## src/rtl/btn_conditioner.sv

```systemverilog
// Per-button conditioner: 2-flop synchronizer, counter debounce, press/release
// strobes and a hold/auto-repeat FSM. One independent channel per button.
module btn_conditioner #(
    parameter int NUM_BTN         = 2,
    parameter int DEBOUNCE_CYCLES = 270000,
    parameter int HOLD_CYCLES     = 13500000,
    parameter int REPEAT_CYCLES   = 2700000
) (
    input  logic               clk,
    input  logic               rst,
    input  logic [NUM_BTN-1:0] btn_n,
    output logic [NUM_BTN-1:0] pressed,
    output logic [NUM_BTN-1:0] press_pulse,
    output logic [NUM_BTN-1:0] release_pulse,
    output logic [NUM_BTN-1:0] repeat_pulse
);

    localparam int DW   = $clog2(DEBOUNCE_CYCLES);
    localparam int TMAX = (HOLD_CYCLES > REPEAT_CYCLES) ? HOLD_CYCLES : REPEAT_CYCLES;
    localparam int TW   = $clog2(TMAX) + 1;

    localparam logic [DW-1:0] DB_MAX   = DW'(DEBOUNCE_CYCLES - 1);
    localparam logic [TW-1:0] HOLD_T   = TW'(HOLD_CYCLES);
    localparam logic [TW-1:0] REPEAT_T = TW'(REPEAT_CYCLES);
    localparam logic [TW-1:0] T_ONE    = TW'(1);

    typedef enum logic [1:0] {
        IDLE,
        HOLD,
        REPEAT
    } hold_state_t;

    for (genvar i = 0; i < NUM_BTN; i++) begin : g_ch
        logic          s1, s2, stable;
        logic [DW-1:0] db_cnt;
        logic          accept, press_acc, release_acc;
        logic          pressed_r, press_r, release_r, repeat_r;
        hold_state_t   state, state_nxt;
        logic [TW-1:0] timer, timer_nxt;
        logic          repeat_nxt;

        assign accept      = (s2 != stable) && (db_cnt == DB_MAX);
        assign press_acc   = accept && stable;
        assign release_acc = accept && !stable;

        // Level and strobes are registered on the same edge that flips stable.
        always_ff @(posedge clk or posedge rst) begin
            if (rst) begin
                s1        <= 1'b1;
                s2        <= 1'b1;
                stable    <= 1'b1;
                db_cnt    <= '0;
                pressed_r <= 1'b0;
                press_r   <= 1'b0;
                release_r <= 1'b0;
            end else begin
                s1        <= btn_n[i];
                s2        <= s1;
                press_r   <= press_acc;
                release_r <= release_acc;
                if (s2 == stable) begin
                    db_cnt <= '0;
                end else if (db_cnt == DB_MAX) begin
                    stable    <= s2;
                    pressed_r <= ~s2;
                    db_cnt    <= '0;
                end else begin
                    db_cnt <= db_cnt + 1'b1;
                end
            end
        end

        always_ff @(posedge clk or posedge rst) begin
            if (rst) begin
                state    <= IDLE;
                timer    <= '0;
                repeat_r <= 1'b0;
            end else begin
                state    <= state_nxt;
                timer    <= timer_nxt;
                repeat_r <= repeat_nxt;
            end
        end

        // Release is checked first so it always wins over a coincident repeat tick.
        always_comb begin
            state_nxt  = state;
            timer_nxt  = timer;
            repeat_nxt = 1'b0;
            case (state)
                IDLE: begin
                    if (press_acc) begin
                        state_nxt = HOLD;
                        timer_nxt = T_ONE;
                    end
                end
                HOLD: begin
                    if (release_acc) begin
                        state_nxt = IDLE;
                        timer_nxt = '0;
                    end else if (timer == HOLD_T) begin
                        state_nxt  = REPEAT;
                        timer_nxt  = T_ONE;
                        repeat_nxt = 1'b1;
                    end else begin
                        timer_nxt = timer + 1'b1;
                    end
                end
                REPEAT: begin
                    if (release_acc) begin
                        state_nxt = IDLE;
                        timer_nxt = '0;
                    end else if (timer == REPEAT_T) begin
                        timer_nxt  = T_ONE;
                        repeat_nxt = 1'b1;
                    end else begin
                        timer_nxt = timer + 1'b1;
                    end
                end
                default: begin
                    state_nxt = IDLE;
                    timer_nxt = '0;
                end
            endcase
        end

        assign pressed[i]       = pressed_r;
        assign press_pulse[i]   = press_r;
        assign release_pulse[i] = release_r;
        assign repeat_pulse[i]  = repeat_r;
    end

endmodule
```

## config.mk

```make
export PLATFORM = sky130hd
export DESIGN_NAME = btn_conditioner
export DESIGN_NICKNAME = d
export VERILOG_FILES = /design/src/rtl/btn_conditioner.sv
export SDC_FILE = /design/constraint.sdc
export NUM_CORES = 1
export LEC_CHECK = 0
export CAP_MARGIN = 5
export CORE_MARGIN = 4
export CORE_UTILIZATION = 65
export CTS_CLUSTER_DIAMETER = 50
export CTS_CLUSTER_SIZE = 12
export DETAILED_ROUTE_END_ITERATION = 8
export PLACE_DENSITY = 0.91
export SETUP_SLACK_MARGIN = 0.1
export SYNTH_ARGS = -nofsm -noshare
export SYNTH_HDL_FRONTEND = slang
export SYNTH_SLANG_ARGS = --single-unit
export TNS_END_PERCENT = 30
```

## constraint.sdc

```tcl
create_clock -name clk -period 5.65 [get_ports clk]
set_input_delay 0.8475 -clock clk [delete_from_list [all_inputs] [get_ports clk]]
set_output_delay 0.8475 -clock clk [all_outputs]
set_load 0.01 [all_outputs]
```

Yosys cells after proc, flatten, opt, wreduce, memory -nomap -nowiden
Cells that the tools add are included.

storage, ports and cells
  register bits after elaboration = 106
  bits in latches = 0
  RAM bits = 0
  ROM bits = 0
  output and inout port bits = 8
  logic and storage cells = 98
  memories kept = 0

cells by class
  $add $sub $neg = 4
  $mul = 0
  divide/modulo/power cells = 0
  magnitude comparators = 0
  eq/ne operators = 20
  shifts and indexed selects = 0
  mux-type cells = 36
  bitwise logic cells = 4
  reduce and logical (&&, ||, !) cells = 14

operators with widths
  operator                                                count
  two-way mux 25 bit                                      10
  case mux 25 bit (3 select lines)                        2
  two-way mux 19 bit                                      4
  adder 25 x 1 -> 25 bit (second input constant)          2
  equality test 25 x 22 -> 1 bit (second input constant)  2
  equality test 25 x 24 -> 1 bit (second input constant)  2
  adder 19 x 1 -> 19 bit (second input constant)          2
  equality test 19 bit (second input constant)            2
  two-way mux 2 bit                                       8
  case mux 2 bit (3 select lines)                         2
  two-way mux 1 bit                                       8
  inequality test 2 bit (second input constant)           4
  logical AND 1 bit                                       6
  inequality test 3 bit (second input constant)           2
  AND reduction 3 bit                                     2
  equality test 2 x 1 -> 1 bit (second input constant)    2
  equality test 2 bit (second input constant)             2
  zero test 2 bit                                         2
  NOT 1 bit                                               4
  case mux 1 bit (2 select lines)                         2
  AND reduction 2 bit                                     2
  equality test 1 bit                                     2
  zero test 1 bit                                         2
  inequality test 1 bit                                   2

Longest topological paths before layout
Gate-level depths: netlist (run 1).

  word-level depth = 5
  depth in mapped cells = 10
  depth with buffers taken out = 8

Worst setup path before layout (run 1)
OpenSTA, ideal clock, no wires.

  kind = register -> register
  from = register g_ch[0].timer[0]
  to = register g_ch[0].timer[12]
  setup time = 0.126 ns
  data arrival time = 2.133 ns
  required time = 5.524 ns
  slack = 3.391 ns
  stages on the path, launching flop included = 9
  period minus slack after synthesis = 2.259 ns
  path through = dfrtp_1 > inv_1 > ha_1 > or4b_4 > nor4_4 > a21boi_1 > o21bai_4 > nor2_1 > a221o_1

on the way
  cells in the longest elaborated chain, start to end = 4
  elaborated cells between the ends (all ways) = 8

ends and longest elaborated chain
  what                                            RTL line  source
  from (decl)                                     39        logic [TW-1:0] timer, timer_nxt;
  from (signal assigned)                          80        timer <= timer_nxt;
  adder 25 x 1 -> 25 bit (tied with other cells)  106, 117
  two-way mux 25 bit, on equally long branches    113, 101
  two-way mux 25 bit, on equally long branches    110, 98
  case mux 25 bit (3 select lines) *              90        case (state)

Mark *: on every way between the ends. The rest lies on a longest branch, timed or not.
A chain may end at the register's enable or synchronous reset.

Worst setup path in the final report (run 1)
  from = register g_ch[1].db_cnt[0]
  to = register g_ch[1].timer[23]

on the way
  cells in the longest elaborated chain, start to end = 5
  elaborated cells between the ends (all ways) = 8

ends and longest elaborated chain
  what                                          RTL line  source
  from (decl)                                   35        logic [DW-1:0] db_cnt;
  from (signal assigned)                        68        db_cnt <= db_cnt + 1'b1;
  equality test 19 bit *                        42        assign accept = (s2 != stable) && (db_cnt == DB_MAX);
  logical AND 1 bit *                           42
  logical AND 1 bit                             44        assign release_acc = accept && !stable;
  two-way mux 25 bit, on equally long branches  110, 98
  case mux 25 bit (3 select lines)              90
  to (signal assigned)                          80
  to (decl)                                     39

Marks and branches as above.

==> results.sh, run 1 <==
export IMPL_floorplan_die_area_um2=10300
export IMPL_initial_antenna_violation_count=0
export IMPL_fmax_mhz=353.3
export IMPL_synthesis_area_um2=5683
export IMPL_post_route_hold_slack_ns=0.3569
export IMPL_floorplan_die_height_um=101.5
export IMPL_timing_final_max_slew_violations=0
export IMPL_hold_path_startpoint="g_ch[1].s1$_DFF_PP1_"
export IMPL_post_detailed_route_count_of_antenna_violating_nets=0
export IMPL_finish_net_count=609
export IMPL_p_per_area_nw_per_um2=207.4
export IMPL_final_layout_size_suffix_gt1_frac=0.06879
export IMPL_hold_violations=0
export IMPL_number_of_global_route_vias_before_repair=4429
export IMPL_fin_total_pwr_mw=1.243
export IMPL_setup_viol=0
export IMPL_port_buffer_count=11
export IMPL_ff2ff_setup_slack_ns=2.82
export IMPL_number_of_synthesized_register_bits=106
export IMPL_start_kind="flop"
export IMPL_final_wirelength_mm=11.23
export IMPL_io_pins=12
export IMPL_initial_utilization=0.6814
export IMPL_critical_path_reg2reg_startpoint="g_ch[1].db_cnt[0]$_DFF_PP0_"
export IMPL_min_delay_path_depth=0
export IMPL_clock_latency_ns=0.38
export IMPL_power_static_leakage_nw=2.600
export IMPL_cpLargestDelayFamily="compound AO/OA/AOI/OAI gates"
export IMPL_post_route_worst_setup_slack_ns=2.820
export IMPL_synth_yosys_seq_area_share=0.4681
export IMPL_n_antenna_cell=0
export IMPL_syn_nets=610
export IMPL_post_synth_main_area_contributors="dfrtp_1 (44%), nor2_1 (5.8%), xor2_1 (4.6%)"
export IMPL_worst_r2r_path_depth=7
export IMPL_yosys_most_used_dff="dfrtp_1"
export IMPL_cp_arrival_ns=3.08
export IMPL_clkSinkCount=106
export IMPL_required_ns=5.90
export IMPL_avgSynthCellArea_um2=9.600
export IMPL_post_dp_hpwl_mm=7.711
export IMPL_viasPerCell=6.213
export IMPL_detail_route_drc_violations=0
export IMPL_global_route_overflow_total=0
export IMPL_synth_top_cell_area_share=0.4403
export IMPL_edff_count_synth=0
export IMPL_finalNonFillerCells=701
export IMPL_tritoncts_num_buffers=9
export IMPL_grt_first_pass_wirelength_mm=20.19
export IMPL_vias=4355
export IMPL_max_slew_worst_pin_slew_ns=1.184
export IMPL_post_cts_resized_instances=0
export IMPL_timing_setup_tns_ns=0
export IMPL_detailedRoute_firstPassIterationCount=6
export IMPL_timing_clock_skew_ns=0.01405
export IMPL_cts_max_level=3
export IMPL_post_cts_repair_setup_buffers=0
export IMPL_post_route_minimum_period_ns=2.830
export IMPL_stdcell_area_um2=5996
export IMPL_floorplan_die_width_um=101.5
export IMPL_status="finished clean"
export IMPL_hold_class="reg -> reg"
export IMPL_vdd_ir_drop_worst_mv=0.2458
export IMPL_portion_of_the_clock_cycle_consumed_by_the_worst_path_in_the_final_layout=0.5010
export IMPL_area_of_the_placeable_core_um2=8341
export IMPL_synth_top_area_cell="dfrtp_1"
export IMPL_dp_cells=684
export IMPL_rows=33
export IMPL_final_util=0.7189
export IMPL_critPathKind="reg -> reg"
export IMPL_pre_cts_ws_ns=2.906
export IMPL_regToRegEndpoint="g_ch[1].timer[23]$_DFFE_PP0P_"
export IMPL_final_common_cell="dfrtp_1"
export IMPL_clock_tree_root_cell="clkbuf_8"
export IMPL_maxCapViolCount=0
export IMPL_synthCells=592
export IMPL_largest_net_degree_at_the_start_of_global_routing=58
export IMPL_crit_path_end_kind="flop"
export IMPL_worst_hold_path_ep="g_ch[1].s2$_DFF_PP1_"
export IMPL_clockBufferDepth=2
export IMPL_critical_path_slowest_cell="o31ai_1"
export IMPL_critPathMaxStageDelay_ns=1.03
export IMPL_area_growth_synth_to_final_pct=5.504
export IMPL_worst_path_maximum_fanout=11
export IMPL_tritoncts="yes"
export IMPL_crit_buf_inv=0
export IMPL_avgRoutedWirePerCell_um=16.02
export IMPL_slew_limit_headroom=0.2037
export IMPL_most_common_layout_cells="dfrtp_1 (100), nor2_1 (88), nand2_1 (43), nand3_1 (34), xor2_1 (30)"
export IMPL_count_of_different_cell_masters_after_synthesis=63
export IMPL_clk_pin_slew_ns=0.10
export IMPL_dpl_instance_area_um2=5802
export IMPL_grt_total_usage=0.2409
export IMPL_first_iter_violations=269
export IMPL_async_reset_ff_frac=1.000
export IMPL_crit_chain="ha_1 > and3_1 > nand3_1 > o31ai_1 > and4_1 > xnor2_1 > nor2_1"
export IMPL_timing_critical_path_depth=7
export IMPL_ys_warnings_count=0
export IMPL_grt_setup_unrepaired="no"
export IMPL_cts_hold_buffers=0
export IMPL_routabilityCongestion=0.8939
[state kept, by name, indices dropped and copies added (netlist names)]
signal,cells
g_ch.db_cnt,38
g_ch.press_r,2
g_ch.pressed_r,2
g_ch.release_r,2
g_ch.repeat_r,2
g_ch.s1,2
g_ch.s2,2
g_ch.stable,2
g_ch.state,4
g_ch.timer,50
[how the worst max path moves through the flow]
| stage | start | endpoint | slack (ns) |
|---|---|---|---|
| final | g_ch[1].db_cnt[0]$_DFF_PP0_ | g_ch[1].timer[23]$_DFFE_PP0P_ | 2.82 |
| after detailed placement | g_ch[1].db_cnt[0]$_DFF_PP0_ | g_ch[1].timer[9]$_DFFE_PP0P_ | 2.91 |
| after global routing | g_ch[1].db_cnt[0]$_DFF_PP0_ | g_ch[1].timer[9]$_DFFE_PP0P_ | 2.55 |
| after CTS | g_ch[1].db_cnt[0]$_DFF_PP0_ | g_ch[1].timer[23]$_DFFE_PP0P_ | 2.89 |
| after floorplan | rst | g_ch[0].db_cnt[0]$_DFF_PP0_ | 2.02 |
| after global placement | g_ch[1].db_cnt[0]$_DFF_PP0_ | g_ch[1].timer[23]$_DFFE_PP0P_ | 3.03 |
[layer usage]
layer	global-route usage	routed length (um)	up-vias	part of all wire
met3	0.05785	614	22	0.055
met5	0	0	-	0
met2	0.3858	5579	141	0.50
met4	0.08691	168	0	0.015
met1	0.3221	4866	2119	0.43
li1	-	-	2073	-
[layout make-up]
| cell class | instances | area [um^2] |
|---|---|---|
| tap | 105 | 131.4 |
| multi-input combinational | 441 | 2808 |
| inverter | 18 | 70.07 |
| fill | 577 | 2345 |
| sequential | 106 | 2660 |
| clock inverter | 5 | 45.04 |
| clock buffer | 11 | 141.4 |
| timing repair buffer | 15 | 140.1 |
[worst register-to-register path: stages, from the launching register on]
cell and delay [ns]:
dfrtp_1 0.40, ha_1 0.20, and3_1 0.30, nand3_1 0.23
o31ai_1 1.03, and4_1 0.35, xnor2_1 0.12, nor2_1 0.06
[synth_stat cells, drive strengths merged, types with 2 or more instances]
cell type	n
nor4	12
and2	9
a211oi	5
or4b	2
o21ai	18
a21oi	7
xnor2	28
o41ai	3
xor2	30
nor4b	9
buf	17
or4	3
and3	25
o21bai	2
nor2b	9
clkbuf	10
a21o	6
dfstp	6
nor3	17
or3	2
nand3	34
and4	7
nand2	43
a221o	2
nor3b	3
nor2	90
mux2	2
dfrtp	100
nor4bb	2
and4b	2
o31ai	5
o31a	3
ha	14
a21boi	2
a31oi	3
nand4	14
o22ai	2
inv	18
nand2b	3
a22o	12
[kinds of logic (layout without fill, tap and decap cells)]
logic type / Yosys count / in the layout / share of synthesized area
mux: 3 / 3 / 0.005724
buf+inv: 45 / 49 / 0.03787
xor+xnor: 58 / 58 / 0.08939
fa+ha+maj: 14 / 14 / 0.03082
simple gates: 289 / 289 / 0.2677
flops: 106 / 106 / 0.4681
compound gates: 77 / 77 / 0.1004
[where the power goes]
| group | switching [mW] | leakage [nW] | internal, mW |
|---|---|---|---|
| clock network | 0.267 | 0.0920 | 0.179 |
| logic | 0.0221 | 1.05 | 0.00703 |
| registers | 0.00389 | 1.46 | 0.764 |
| total | 0.293 | 2.60 | 0.950 |
No activity file was read; power rests on OpenSTA's default activity.
==> run 2, diff against run 1 <==
- CORE_UTILIZATION: 65 -> 56
- PLACE_DENSITY: 0.91 -> 0.84
- clock period: 5.65 -> 2.6 ns (I/O delays scaled with it)
==> results.sh, run 2 (synthesis gave the netlist of run 1 again) <==
export IMPL_status="finished clean"
export IMPL_timing_critical_path_depth=7
export IMPL_start_kind="flop"
export IMPL_min_delay_path_depth=0
export IMPL_clockBufferDepth=2
export IMPL_port_buffer_count=11
export IMPL_hold_path_startpoint="g_ch[0].s1$_DFF_PP1_"
export IMPL_max_reg_flops=50
export IMPL_setup_viol=0
export IMPL_dp_cells=725
export IMPL_floorplan_die_area_um2=11820
export IMPL_top_regs="g_ch.timer: 50 flops, g_ch.db_cnt: 38 flops, g_ch.state: 4 flops"
export IMPL_grt_total_usage=0.2118
export IMPL_grtUsageMet3=0.04144
export IMPL_crit_chain="ha_1 > and3_1 > nand3_1 > o31a_2 > nor4_1 > xnor2_1 > nor2_1"
export IMPL_initial_utilization=0.5787
export IMPL_hold_class="reg -> reg"
export IMPL_clkSinkCount=106
export IMPL_cts_hold_buffers=0
export IMPL_cpLargestDelayFamily="simple AND/OR/NAND/NOR gates"
export IMPL_power_static_leakage_nw=2.698
export IMPL_detailedRoute_firstPassIterationCount=5
export IMPL_viasPerCell=5.954
export IMPL_critical_path_reg2reg_startpoint="g_ch[1].db_cnt[0]$_DFF_PP0_"
export IMPL_area_of_the_placeable_core_um2=9819
export IMPL_n_antenna_cell=0
export IMPL_final_util=0.6342
export IMPL_vdd_ir_drop_worst_mv=0.2617
export IMPL_maxCapViolCount=0
export IMPL_clk_pin_slew_ns=0.11
export IMPL_ff2ff_setup_slack_ns=0.22
export IMPL_rows=36
export IMPL_avgRoutedWirePerCell_um=15.43
export IMPL_floorplan_die_width_um=108.7
export IMPL_hold_violations=0
export IMPL_p_per_area_nw_per_um2=434.1
export IMPL_final_common_cell="dfrtp_1"
export IMPL_tritoncts="yes"
export IMPL_final_layout_size_suffix_gt1_frac=0.1077
export IMPL_clock_tree_root_cell="clkbuf_8"
export IMPL_floorplan_die_height_um=108.7
export IMPL_fmax_mhz=419.3
export IMPL_worst_r2r_path_depth=7
export IMPL_critical_path_slowest_cell="o31a_2"
export IMPL_largest_net_degree_at_the_start_of_global_routing=107
export IMPL_gr_max_usage_layer="met2"
export IMPL_global_route_overflow_total=0
export IMPL_crit_path_end_kind="flop"
export IMPL_most_common_layout_cells="dfrtp_1 (99), nor2_1 (87), nand2_1 (43), nand3_1 (34), xor2_1 (30)"
export IMPL_grtUsageMet1=0.2766
export IMPL_slew_limit_headroom=0.6021
export IMPL_tritoncts_num_buffers=9
export IMPL_clock_latency_ns=0.38
export IMPL_fin_total_pwr_mw=2.703
export IMPL_initial_antenna_violation_count=0
export IMPL_grt_first_pass_wirelength_mm=20.27
export IMPL_io_pins=12
export IMPL_final_wirelength_mm=11.51
export IMPL_timing_final_max_slew_violations=0
export IMPL_routabilityCongestion=0.8796
export IMPL_portion_of_the_clock_cycle_consumed_by_the_worst_path_in_the_final_layout=0.9173
export IMPL_cts_max_level=3
export IMPL_critPathKind="reg -> reg"
export IMPL_critPathMaxStageDelay_ns=0.55
export IMPL_worst_hold_path_ep="g_ch[0].s2$_DFF_PP1_"
export IMPL_worst_path_maximum_fanout=19
export IMPL_timing_clock_skew_ns=0.01193
export IMPL_area_growth_synth_to_final_pct=9.577
export IMPL_vias=4442
export IMPL_regToRegEndpoint="g_ch[1].timer[13]$_DFFE_PP0P_"
export IMPL_number_of_global_route_vias_before_repair=4390
export IMPL_finish_net_count=626
export IMPL_crit_buf_inv=0
export IMPL_post_dp_hpwl_mm=7.855
export IMPL_max_slew_worst_pin_slew_ns=0.5969
export IMPL_post_route_hold_slack_ns=0.3600
export IMPL_regMostFlops="g_ch.timer"
export IMPL_post_detailed_route_count_of_antenna_violating_nets=0
export IMPL_routing_usage_on_met2=0.3601
export IMPL_detail_route_drc_violations=0
export IMPL_grt_setup_unrepaired="yes"
export IMPL_post_route_minimum_period_ns=2.385
export IMPL_first_iter_violations=270
export IMPL_cp_arrival_ns=2.66
export IMPL_finalNonFillerCells=746
export IMPL_required_ns=2.88
## run 2: area by class of cell
cell class,instances,area (um^2)
fill,794,3592
clock inverter,7,60.06
timing repair buffer,32,280.3
tap,133,166.4
sequential,106,2661
clock buffer,9,123.9
inverter,18,71.32
multi-input combinational,441,2864
## run 2: worst max-delay path by stage
stage	startpoint	endpoint	slack (ns)
after global routing	g_ch[1].db_cnt[0]$_DFF_PP0_	g_ch[1].timer[21]$_DFFE_PP0P_	0.1
after global placement	g_ch[0].timer[1]$_DFFE_PP0P_	g_ch[0].timer[24]$_DFFE_PP0P_	0.09
after floorplan	g_ch[0].timer[0]$_DFFE_PP0P_	g_ch[0].timer[12]$_DFFE_PP0P_	0.34
after CTS	g_ch[1].db_cnt[0]$_DFF_PP0_	g_ch[1].timer[24]$_DFFE_PP0P_	0.1
final	g_ch[1].db_cnt[0]$_DFF_PP0_	g_ch[1].timer[13]$_DFFE_PP0P_	0.22
after detailed placement	g_ch[0].timer[1]$_DFFE_PP0P_	g_ch[0].timer[19]$_DFFE_PP0P_	-0.06
## run 2: what timing repair did
| action | CTS | global route |
|---|---|---|
| gates resized for setup | 1 | 10 |
| endpoints found under the setup margin | 15 | 43 |
| pin swaps | 1 | 5 |
| buffers inserted | 4 | 1 |
| hold endpoints to repair | 0 | 0 |
## run 2: power by group
part | switching (mW) | internal, mW
registers | 0.00912 | 1.66
logic | 0.0483 | 0.0172
clock network | 0.600 | 0.367
total | 0.657 | 2.05
## run 2: per-stage QoR
stage	TNS [ns]	area [um^2]	setup WS, ns
after floorplan	0	5687	0.3412
after global placement	0	5948	0.09093
after detailed placement	-0.3225	5948	-0.05662
after CTS	0	6163	0.09851
after global routing	0	6227	0.09984
final	0	6227	0.2151
## run 2: metal layers
layer  vias to the layer above  wire, um
met5                         -         0
met4                         0       180
met3                        18       524
met2                       118      5771
met1                      2189      5036
li1                       2117         -
==> run 3, diff against run 2 <==
- CORE_ASPECT_RATIO: default -> 0.8
==> results.sh, run 3 (synthesis gave the netlist of run 1 again) <==
export IMPL_status="finished clean"
export IMPL_floorplan_die_area_um2=11830
export IMPL_timing_final_max_slew_violations=0
export IMPL_hold_violations=0
export IMPL_cp_arrival_ns=2.61
export IMPL_fmax_mhz=419.4
export IMPL_avgRoutedWirePerCell_um=15.37
export IMPL_clockBufferDepth=2
export IMPL_setup_viol=0
export IMPL_timing_clock_skew_ns=0.01148
export IMPL_post_detailed_route_count_of_antenna_violating_nets=0
export IMPL_initial_antenna_violation_count=0
export IMPL_clock_latency_ns=0.35
export IMPL_port_buffer_count=11
export IMPL_seqCellArea_um2=2661
export IMPL_global_route_overflow_total=0
export IMPL_regMostFlops="g_ch.timer"
export IMPL_portion_of_the_clock_cycle_consumed_by_the_worst_path_in_the_final_layout=0.9170
export IMPL_pre_cts_ws_ns=0.06920
export IMPL_initial_utilization=0.5817
export IMPL_crit_path_end_kind="flop"
export IMPL_grt_total_usage=0.2032
export IMPL_p_per_area_nw_per_um2=494.7
export IMPL_tritoncts="yes"
export IMPL_critPathKind="reg -> reg"
export IMPL_grt_setup_unrepaired="yes"
export IMPL_post_dp_hpwl_mm=7.760
export IMPL_post_route_worst_setup_slack_ns=0.2159
export IMPL_routabilityCongestion=0.8279
export IMPL_final_wirelength_mm=11.42
export IMPL_most_common_layout_cells="dfrtp_1 (99), nor2_1 (88), nand2_1 (43), nand3_1 (34), xor2_1 (30)"
export IMPL_maxCapViolCount=0
export IMPL_tritoncts_num_buffers=9
export IMPL_rows=32
export IMPL_cts_max_level=3
export IMPL_clk_pin_slew_ns=0.07
export IMPL_top_signal_layer_used="met4"
export IMPL_fillers=778
export IMPL_critical_path_slowest_cell="or4_1"
export IMPL_final_common_cell="dfrtp_1"
export IMPL_clock_tree_root_cell="clkbuf_16"
export IMPL_floorplan_die_height_um=98.10
export IMPL_number_of_global_route_vias_before_repair=4315
export IMPL_critPathMaxStageDelay_ns=0.56
export IMPL_finish_net_count=620
export IMPL_max_reg_flops=50
export IMPL_power_static_leakage_nw=2.715
export IMPL_detailedRoute_firstPassIterationCount=5
export IMPL_detail_route_drc_violations=0
export IMPL_vdd_ir_drop_worst_mv=0.4777
export IMPL_vias=4398
export IMPL_met2WireLength_mm=5.453
export IMPL_timing_setup_tns_ns=0
export IMPL_slew_limit_headroom=0.6278
export IMPL_post_route_minimum_period_ns=2.384
export IMPL_n_antenna_cell=0
export IMPL_io_pins=12
export IMPL_crit_chain="or4_1 > nor4_4 > a21boi_2 > o21bai_4 > nor2_1 > a221o_1"
export IMPL_worst_path_maximum_fanout=8
export IMPL_final_layout_size_suffix_gt1_frac=0.09555
export IMPL_start_kind="flop"
export IMPL_area_growth_synth_to_final_pct=10.83
export IMPL_viasPerCell=5.919
export IMPL_top_regs="g_ch.timer: 50 flops, g_ch.db_cnt: 38 flops, g_ch.state: 4 flops"
export IMPL_dr_wl_met3_um=573
export IMPL_first_iter_violations=286
export IMPL_grt_first_pass_wirelength_mm=19.85
export IMPL_area_of_the_placeable_core_um2=9769
export IMPL_floorplan_die_width_um=120.6
export IMPL_multi_input_area_um2=2859
export IMPL_max_slew_worst_pin_slew_ns=0.5582
export IMPL_largest_net_degree_at_the_start_of_global_routing=107
export IMPL_required_ns=2.83
export IMPL_clkSinkCount=106
export IMPL_m1WireLength_mm=5.244
export IMPL_hold_class="reg -> reg"
-- run 3: worst paths after layout --
kind,start,endpoint,slack [ns],depth (start not counted)
min reg2reg,g_ch[0].s1$_DFF_PP1_,g_ch[0].s2$_DFF_PP1_,0.36,0
min in group asynchronous,rst,g_ch[0].timer[3]$_DFFE_PP0P_,0.54,3
max,g_ch[0].timer[8]$_DFFE_PP0P_,g_ch[0].timer[12]$_DFFE_PP0P_,0.22,6
max in group asynchronous,rst,g_ch[0].timer[13]$_DFFE_PP0P_,1.65,3
max reg2reg,g_ch[0].timer[8]$_DFFE_PP0P_,g_ch[0].timer[12]$_DFFE_PP0P_,0.22,6
min,g_ch[0].s1$_DFF_PP1_,g_ch[0].s2$_DFF_PP1_,0.36,0
-- run 3: repair_timing --
item                       4_1_cts  5_1_grt
hold endpoints to repair         0        0
buffers inserted                 0        0
hold buffers                     0        0
setup endpoints to repair       12       43
gates resized for setup          1        8
pin swaps                        0        3
-- run 3: critical path: cells and delay by family, from the launching register on --
kind	cells	cell delay [ns]
simple gates	3	1.10
compound gates	3	0.72
flops	1	0.44
-- run 3: cell type report --
| cell class | instances | share of cell area |
|---|---|---|
| multi-input cells | 441 | 0.4539 |
| well taps | 136 | 0.02702 |
| clock inverters | 6 | 0.01152 |
| flip-flops and latches | 106 | 0.4225 |
| clock buffers | 10 | 0.03635 |
| repair buffers | 26 | 0.03735 |
| inverters | 18 | 0.01132 |
-- run 3: metal layers --
metal,vias up,global-route usage
met5,-,0
met4,0,0.06185
met3,14,0.04980
met2,139,0.3259
met1,2141,0.2755
li1,2104,-
-- run 3: power breakdown --
| group | switching (mW) | total [mW] | internal [mW] | leakage, nW |
|---|---|---|---|---|
| logic | 0.0478 | 0.0648 | 0.0171 | 1.12 |
| clock network | 0.622 | 1.38 | 0.759 | 0.144 |
| registers | 0.00883 | 1.67 | 1.66 | 1.45 |
-- run 3: stage by stage --
stage / area [um^2] / instances / power, mW / utilization / hold slack [ns]
6_report: 6299 / 743 / 3.116 / 0.6447 / 0.3583
3_5_place_dp: 5944 / 727 / 1.769 / 0.6085 / 0.3520
4_1_cts: 6247 / 743 / 3.146 / 0.6395 / 0.3555
5_1_grt: 6299 / 743 / 3.236 / 0.6447 / 0.3565
2_1_floorplan: 5687 / 592 / 1.745 / - / 0.3452
3_3_place_gp: 5944 / 727 / 1.765 / 0.6085 / 0.3474
